## config.mk

```make
export PLATFORM = sky130hd
export DESIGN_NAME = instruction_fetch_stage_flat
export DESIGN_NICKNAME = d
export VERILOG_FILES = /design/src/rtl/instruction_fetch_stage_if.sv /design/src/rtl/instruction_fetch_stage.sv /design/src/flat_wrapper.sv
export SDC_FILE = /design/constraint.sdc
export NUM_CORES = 1
export LEC_CHECK = 0
export CELL_PAD_IN_SITES_DETAIL_PLACEMENT = 0
export CELL_PAD_IN_SITES_GLOBAL_PLACEMENT = 1
export CORE_ASPECT_RATIO = 0.9
export CORE_MARGIN = 10
export CORE_UTILIZATION = 28
export DETAILED_ROUTE_END_ITERATION = 10
export PLACE_DENSITY_LB_ADDON = 0.08
export REMOVE_ABC_BUFFERS = 1
export SYNTH_ARGS = -nofsm -noshare
export SYNTH_HDL_FRONTEND = slang
export SYNTH_SLANG_ARGS = --single-unit
```

## constraint.sdc

```tcl
create_clock -name clk -period 4 [get_ports clk]
set_input_delay 0.8 -clock clk [delete_from_list [all_inputs] [get_ports clk]]
set_output_delay 0.8 -clock clk [all_outputs]
set_load 0.1 [all_outputs]
```

## src/rtl/instruction_fetch_stage_if.sv

```systemverilog
// Bus bundle between the fetch stage, the instruction memory and the decode stage.
// The fetch stage uses the master modport. Its environment (memory plus decode) uses the slave modport.
interface instruction_fetch_stage_if #(
  parameter int ADDR_W = 8
);
  // Instruction memory read port
  logic [ADDR_W-1:0] imem_addr;
  logic [31:0]       imem_rdata;

  // Pipeline control from downstream stages
  logic              stall;
  logic              redirect_valid;
  logic [31:0]       redirect_pc;

  // Issued instruction towards decode/execute
  logic [31:0]       instr_out;
  logic [31:0]       pc_out;
  logic [31:0]       pc_plus4_out;
  logic              instr_valid;

  // Error reporting and statistics
  logic              fault;
  logic [31:0]       fault_pc;
  logic [31:0]       fetch_count;

  // Debug view of the fetch FSM state
  logic [1:0]        fsm_state;

  modport master (
    input  imem_rdata, stall, redirect_valid, redirect_pc,
    output imem_addr, instr_out, pc_out, pc_plus4_out, instr_valid,
    output fault, fault_pc, fetch_count, fsm_state
  );

  modport slave (
    output imem_rdata, stall, redirect_valid, redirect_pc,
    input  imem_addr, instr_out, pc_out, pc_plus4_out, instr_valid,
    input  fault, fault_pc, fetch_count, fsm_state
  );
endinterface

```

## src/rtl/instruction_fetch_stage.sv

```systemverilog
// MIPS fetch stage: owns the PC and reads big-endian words from byte-addressed imem.
// Issues {pc, instr} with a valid flag. Supports stall, redirect with a bubble, and a sticky illegal-target fault.
module instruction_fetch_stage #(
  parameter int          ADDR_W   = 8,
  parameter logic [31:0] RESET_PC = 32'h0
) (
  input  logic                        clk,
  input  logic                        reset,
  instruction_fetch_stage_if.master   bus
);

  localparam logic [1:0] ST_START = 2'd0;
  localparam logic [1:0] ST_RUN   = 2'd1;
  localparam logic [1:0] ST_FAULT = 2'd2;

  localparam int PAD_W = 32 - ADDR_W;

  logic [1:0]        state;
  logic [ADDR_W-1:0] pc;
  logic [ADDR_W-1:0] pc_next_seq;
  logic [31:0]       instr_q;
  logic [31:0]       pc_out_q;
  logic [31:0]       pc_plus4_q;
  logic              valid_q;
  logic              fault_q;
  logic [31:0]       fault_pc_q;
  logic [31:0]       count_q;
  logic              target_misaligned;
  logic              target_out_of_range;
  logic              target_illegal;

  // The sequential PC wraps modulo the memory size, so the upper PC bits stay zero.
  assign pc_next_seq = pc + ADDR_W'(4);

  assign target_misaligned   = (bus.redirect_pc[1:0] != 2'b00);
  assign target_out_of_range = (bus.redirect_pc[31:ADDR_W] != '0);
  assign target_illegal      = target_misaligned | target_out_of_range;

  // Handshake: instr_valid=1 marks {instr_out, pc_out, pc_plus4_out} as a real instruction.
  // stall=1 means downstream is not ready, so every register holds. A redirect always wins over a stall.
  always_ff @(posedge clk or posedge reset) begin
    if (reset) begin
      state      <= ST_START;
      pc         <= RESET_PC[ADDR_W-1:0];
      instr_q    <= 32'h0;
      pc_out_q   <= 32'h0;
      pc_plus4_q <= 32'h0;
      valid_q    <= 1'b0;
      fault_q    <= 1'b0;
      fault_pc_q <= 32'h0;
      count_q    <= 32'h0;
    end else begin
      case (state)
        ST_START: begin
          valid_q <= 1'b0;
          state   <= ST_RUN;
        end
        ST_RUN: begin
          if (bus.redirect_valid && target_illegal) begin
            state      <= ST_FAULT;
            fault_q    <= 1'b1;
            fault_pc_q <= bus.redirect_pc;
            valid_q    <= 1'b0;
          end else if (bus.redirect_valid) begin
            // Bubble: the old instruction/pc stay visible but are marked invalid.
            pc      <= bus.redirect_pc[ADDR_W-1:0];
            valid_q <= 1'b0;
          end else if (!bus.stall) begin
            instr_q    <= bus.imem_rdata;
            pc_out_q   <= {{PAD_W{1'b0}}, pc};
            pc_plus4_q <= {{PAD_W{1'b0}}, pc_next_seq};
            valid_q    <= 1'b1;
            pc         <= pc_next_seq;
            count_q    <= count_q + 32'd1;
          end
        end
        ST_FAULT: begin
          valid_q <= 1'b0;
        end
        default: begin
          state   <= ST_FAULT;
          fault_q <= 1'b1;
          valid_q <= 1'b0;
        end
      endcase
    end
  end

  assign bus.imem_addr    = pc;
  assign bus.instr_out    = instr_q;
  assign bus.pc_out       = pc_out_q;
  assign bus.pc_plus4_out = pc_plus4_q;
  assign bus.instr_valid  = valid_q;
  assign bus.fault        = fault_q;
  assign bus.fault_pc     = fault_pc_q;
  assign bus.fetch_count  = count_q;
  assign bus.fsm_state    = state;

endmodule

```

## src/flat_wrapper.sv

```systemverilog
// flat-port wrapper written by rule: the top's interface ports become plain ports
module instruction_fetch_stage_flat 
#(
  parameter int          ADDR_W   = 8,
  parameter logic [31:0] RESET_PC = 32'h0
)
  (clk, reset, bus_imem_rdata, bus_stall, bus_redirect_valid, bus_redirect_pc, bus_imem_addr, bus_instr_out, bus_pc_out, bus_pc_plus4_out, bus_instr_valid, bus_fault, bus_fault_pc, bus_fetch_count, bus_fsm_state);
  instruction_fetch_stage_if #(.ADDR_W(ADDR_W)) bus_i ();
  input  logic clk;
  input  logic reset;
  input wire logic [$bits(bus_i.imem_rdata)-1:0] bus_imem_rdata;
  input wire logic [$bits(bus_i.stall)-1:0] bus_stall;
  input wire logic [$bits(bus_i.redirect_valid)-1:0] bus_redirect_valid;
  input wire logic [$bits(bus_i.redirect_pc)-1:0] bus_redirect_pc;
  output wire logic [$bits(bus_i.imem_addr)-1:0] bus_imem_addr;
  output wire logic [$bits(bus_i.instr_out)-1:0] bus_instr_out;
  output wire logic [$bits(bus_i.pc_out)-1:0] bus_pc_out;
  output wire logic [$bits(bus_i.pc_plus4_out)-1:0] bus_pc_plus4_out;
  output wire logic [$bits(bus_i.instr_valid)-1:0] bus_instr_valid;
  output wire logic [$bits(bus_i.fault)-1:0] bus_fault;
  output wire logic [$bits(bus_i.fault_pc)-1:0] bus_fault_pc;
  output wire logic [$bits(bus_i.fetch_count)-1:0] bus_fetch_count;
  output wire logic [$bits(bus_i.fsm_state)-1:0] bus_fsm_state;
  assign bus_i.imem_rdata = bus_imem_rdata;
  assign bus_i.stall = bus_stall;
  assign bus_i.redirect_valid = bus_redirect_valid;
  assign bus_i.redirect_pc = bus_redirect_pc;
  assign bus_imem_addr = bus_i.imem_addr;
  assign bus_instr_out = bus_i.instr_out;
  assign bus_pc_out = bus_i.pc_out;
  assign bus_pc_plus4_out = bus_i.pc_plus4_out;
  assign bus_instr_valid = bus_i.instr_valid;
  assign bus_fault = bus_i.fault;
  assign bus_fault_pc = bus_i.fault_pc;
  assign bus_fetch_count = bus_i.fetch_count;
  assign bus_fsm_state = bus_i.fsm_state;
  instruction_fetch_stage #(.ADDR_W(ADDR_W), .RESET_PC(RESET_PC)) u_core (.clk(clk), .reset(reset), .bus(bus_i));
endmodule
```

* After elaboration in Yosys (flattened, before gate mapping)
Index checks and enable logic that the tools add are counted.
** Storage, ports and cells
- Bits of input ports :: 68
- Register bits after elaboration :: 124
** Operators by class
- Bitwise logic cells :: 6
- Equality and inequality tests :: 5
- Reduce and logical (&&, ||, !) cells :: 10
- Muxes and demuxes :: 10
- Add/sub/neg operators :: 2
** Operators with widths (number)
- adder 32 x 1 -> 32 bit, second input constant :: 1
- nonzero test 24 bit :: 1
- 2-to-1 mux 8 bit :: 2
- adder 8 x 3 -> 8 bit, second input constant :: 1
- one-hot mux 2 bit (3 select lines) :: 1
- AND reduction 2 bit :: 3
- 2-to-1 mux 1 bit :: 5
- NOT 1 bit :: 5
- != test 2 x 1 -> 1 bit, second input constant :: 2
- != test 4 x 3 -> 1 bit, second input constant :: 1
- AND reduction 4 bit :: 1
- AND reduction 3 bit :: 1
- == test 2 x 1 -> 1 bit, second input constant :: 1
- == test 2 bit, second input constant :: 1
- logical NOT 2 bit :: 1
- 2-to-1 mux 2 bit :: 1
- one-hot mux 1 bit (2 select lines) :: 1
- nonzero test 2 bit :: 1
- OR reduction 2 bit :: 1
- logical AND 1 bit :: 1
- bitwise OR 1 bit :: 1

* Logic depth before layout (Yosys ltp)
- Word-level depth :: 5
- Mapped depth :: 6
- Mapped depth without buffers :: 5

* Worst setup path before layout
Ideal clock, no wire load.
- Path kind :: flip-flop to flip-flop
- Start :: reg u_core.state[0], in the netlist u_core.bus.fsm_state[0]
- End :: reg u_core.count_q[25], in the netlist u_core.bus.fetch_count[25]
- Clock period less this slack :: 2.627 ns
- Cell stages (with the launch flop) :: 6
- Slack :: 1.373 ns
- Arrival :: 2.469 ns
- Data required time :: 3.842 ns
- Setup time :: 0.158 ns
- Cell sequence :: dfrtp_1 nor4b_4 nand3_1 nor4_2 nand4_1 xnor2_1
** On the way
- Longest elaborated chain between the ends :: 2
** RTL lines
- start: declaration :: line instruction_fetch_stage.sv:18 : logic [1:0] state;
- start signal: assignment :: line instruction_fetch_stage.sv:43 : state <= ST_START;
- start signal: assignment :: line instruction_fetch_stage.sv:56 : state <= ST_RUN;
- start signal: assignment :: line instruction_fetch_stage.sv:60 : state <= ST_FAULT;
- == test 2 x 1 -> 1 bit :: line instruction_fetch_stage.sv:53 : case (state)
- AND reduction 4 bit (no source line)
- end signal: assignment :: line instruction_fetch_stage.sv:74 : count_q <= count_q + 32'd1;
- end: declaration :: line instruction_fetch_stage.sv:27 : logic [31:0] count_q;
Every way passes these cells.
A chain may end at the register's enable or synchronous reset.

* Worst setup path after layout
- Start :: reg u_core.pc[2], in the netlist u_core.bus.imem_addr[2]
- End :: out bus_imem_addr[2]
** RTL lines
- start: declaration :: line instruction_fetch_stage.sv:19 : logic [ADDR_W-1:0] pc;
- start signal: assignment :: line instruction_fetch_stage.sv:44 : pc <= RESET_PC[ADDR_W-1:0];
- start signal: assignment :: line instruction_fetch_stage.sv:66 : pc <= bus.redirect_pc[ADDR_W-1:0];
- start signal: assignment :: line instruction_fetch_stage.sv:73 : pc <= pc_next_seq;
- end: declaration :: line flat_wrapper.sv:15 : output wire logic [$bits(bus_i.imem_addr)-1:0] bus_imem_addr;
No word-level cell between the ends.

==> impl_metrics.toml <==
[timing]
period_share = 0.739
tightest_slew_ps = 1060
max_clock_freq_ghz = 0.338
slew_headroom = 0.294
finalSetupViolations = 0
slew_violations = 0
report.final.hold_viol_count = 0
rsz0062_at_grt = "false"
fin_worst_skew_ps = 6.09
final_period_minus_worst_setup_slack_ps = 2960

[worst_setup_path]
end_kind = "output port"
cpPeakStageDelay_ps = 1210
crit_arrival_ps = 2160
timing.critical_path.slowest_stage_cell = "clkdlybuf4s50_1"
critical_path.startpoint_type = "flop"
ws_path_type = "reg -> out"
worst_ep_required_time_ps = 3200
cp_top_family = "buffers and inverters"
max_fanout_on_critical_path = 8
crit_path_cell_trace = "clkdlybuf4s50_1"
worst-path-buf-inv = 1

[detailed_routing]
wl_per_cell_microns = 16.5
drt_pre_antenna_iters = 4
via_per_inst = 4.25
routed_wl_mm = 15.8
first_iter_violations = 229
drc_viols = 0
detailed_route_via_count = 4060
ant_nets = 0

[synth]
ys_ff_latch = 122
syn_inst = 506
syn-cell-area_sq_um = 5340
sequential_share_of_the_synthesized_area = 0.571
yosysWarnings = 0
ys_types = 33
syn_avg_cell_area_sq_um = 10.6

[global_route]
grt_max_degree = 81
antenna_found_initial = 0
first_global_vias = 4411
global_route.usage.total = 0.127
grt.overflow.total = 0
grt_first_pass_wirelength_mm = 25.4

[floorplanning]
row_count = 47
die_area_sq_um = 25000
num_ports = 240
starting_density_of_the_core = 0.288
die_w_microns = 166
die_height_microns = 151
core_region_area_sq_um = 18600

[hold_path]
min_path_type = "reg -> reg"

[cts]
ctsHtreeMaxLevel = 4
cts_sinks = 122
hold_buffers = 0
cts.repair_timing.setup_buffer_count = 0
cts_root_buffer = "clkbuf_16"
numCtsBuffers = 17
cts.reportedPaths.clkPinSlew_ps = 60
clk-insertion-delay-late_ps = 410
cts_resized = 0
cts_tree = "yes"
cts.path.max_buffers = 2

[placed_design]
gp_congestion = 0.729
port_buffers = 191
detailed_place_hpwl_mm = 11.6

[cells_and_area]
final_core_util = 0.429
synthToLayoutAreaGrowth_pct = 49.3
fin_nets = 768
fraction_of_final_layout_cells_with_drive_strength_greater_than_1 = 0.101
diodes = 0

[outcome]
run_status = "finished clean"

[job]
timing.max_cap.violations = 0

[pwr]
power.static_leakage_nw = 3.60
total_power_mw = 5.82
power_density_of_the_placed_cells_nw_per_um2 = 730
ir_worst_vdd_uv = 606
[metal layers]
| layer | track usage | vias up | wire, microns |
|---|---|---|---|
| li1 | - | 1953 | - |
| met1 | 0.156 | 1912 | 7100 |
| met2 | 0.183 | 182 | 6630 |
| met3 | 0.0808 | 13 | 1960 |
| met4 | 0.0292 | 0 | 101 |
| met5 | 0 | - | 0 |
[where the power goes]
part	internal [mW]	switching (mW)	total, mW
Clock	1.13	0.556	1.69
Combinational	0.525	2.03	2.56
Sequential	1.45	0.127	1.57
Total	3.11	2.71	5.82
[layout by cell type, fill, tap and decap left out, drive strengths merged, types with 2 or more instances in the layout]
master         netlist  layout
clkdlybuf4s50        0     191
bufinv               0       5
clkinvlp             0       4
xnor2               24      24
xor2                11      11
nor2b                2       2
o21ai                8       8
nand2b               3       3
nand3               15      15
nor2                11      11
clkbuf              13      20
ha                   2       2
buf                 55       3
nor4                 8       8
nand2              145     145
a21oi               11      11
conb                 1      48
dfrtp              122     122
mux2                32      32
clkinv               0       3
nor3                 9       9
or3                  2       2
nand4                8       8
o211ai               2       2
and2                 3       3
and4                 6       6
inv                  5       5
[cells in the mapped netlist]
| library cell | count | area, sq um |
|---|---|---|
| conb_1 | 1 | 3.75 |
| buf_4 | 52 | 390 |
| and2_1 | 3 | 18.8 |
| a32oi_1 | 1 | 8.76 |
| nor4_1 | 6 | 37.5 |
| nand3_1 | 15 | 75.1 |
| a21oi_1 | 11 | 55.1 |
| xor2_1 | 11 | 96.3 |
| mux2_2 | 32 | 360 |
| and3_1 | 1 | 6.26 |
| nand2b_1 | 3 | 18.8 |
| nor2b_1 | 2 | 12.5 |
| nand2_1 | 145 | 544 |
| buf_2 | 3 | 15.0 |
| clkbuf_1 | 13 | 48.8 |
| or2_2 | 1 | 6.26 |
| nor2_1 | 11 | 41.3 |
| nor4b_4 | 1 | 23.8 |
| and4_1 | 6 | 52.6 |
| xnor2_1 | 24 | 210 |
| nor4_2 | 2 | 25.0 |
| a2bb2oi_1 | 1 | 8.76 |
| dfrtp_1 | 122 | 3050 |
| or3_1 | 2 | 12.5 |
| a21o_1 | 1 | 7.51 |
| nand4_1 | 8 | 50.1 |
| inv_1 | 5 | 18.8 |
| a31oi_1 | 1 | 6.26 |
| ha_1 | 2 | 25.0 |
| o211ai_1 | 2 | 15.0 |
| o21ai_0 | 8 | 40.0 |
| mux2i_1 | 1 | 10.0 |
| nor3_1 | 9 | 45.0 |
[through the flow]
stage	area (sq um)	TNS [ps]	hold WS, ps	cells	worst slack, ps
3_5_place_dp	7320	0	465	924	770
3_3_place_gp	7320	0	457	924	798
6_report	7970	0	468	956	1040
4_1_cts	7970	0	477	956	1010
2_1_floorplan	5060	-5190	873	485	-42.5
5_1_grt	7970	0	487	956	963
[sequential cells by signal, summed over array words and instances, names as in the netlist]
signal / cells
u_core.bus.fault: 1
u_core.bus.fault_pc: 32
u_core.bus.fetch_count: 32
u_core.bus.fsm_state: 2
u_core.bus.imem_addr: 8
u_core.bus.instr_out: 32
u_core.bus.instr_valid: 1
u_core.bus.pc_out: 6
u_core.bus.pc_plus4_out: 8
[final timing paths]
check | slack [ps] | startpoint | endpoint | cells past startpoint
setup / recovery | 1040 | u_core.bus.imem_addr[2] | bus_imem_addr[2] | 1
hold / removal | 470 | u_core.bus.fetch_count[31] | u_core.bus.fetch_count[31] | 1
setup reg to reg | 1840 | u_core.bus.fsm_state[1] | u_core.bus.fetch_count[24] | 5
hold reg to reg | 470 | u_core.bus.fetch_count[31] | u_core.bus.fetch_count[31] | 1
max in group asynchronous | 2330 | reset | u_core.bus.pc_plus4_out[2] | 3
min in group asynchronous | 800 | reset | u_core.bus.instr_out[16] | 2
[cell type report]
class / count / area [sq um]
timing repair buffer: 194 / 1950
inverter: 5 / 21.3
tap: 245 / 307
clock inverter: 12 / 195
clock buffer: 20 / 457
sequential: 122 / 3050
multi-input combinational: 358 / 1990
fill: 1820 / 10600
[logic make-up after synthesis]
kind of cell             after synthesis  synth area share
AND/OR/NAND/NOR                      215             0.181
flip-flops                           122             0.571
buffers and inverters                 73            0.0885
XOR/XNOR                              35            0.0574
multiplexers                          33            0.0693
AO/OA/AOI/OAI                         25            0.0265
adder cells (fa/ha/maj)                2           0.00468
other                                  1          0.000702
Note: power is estimated with default switching activity, not from simulation.
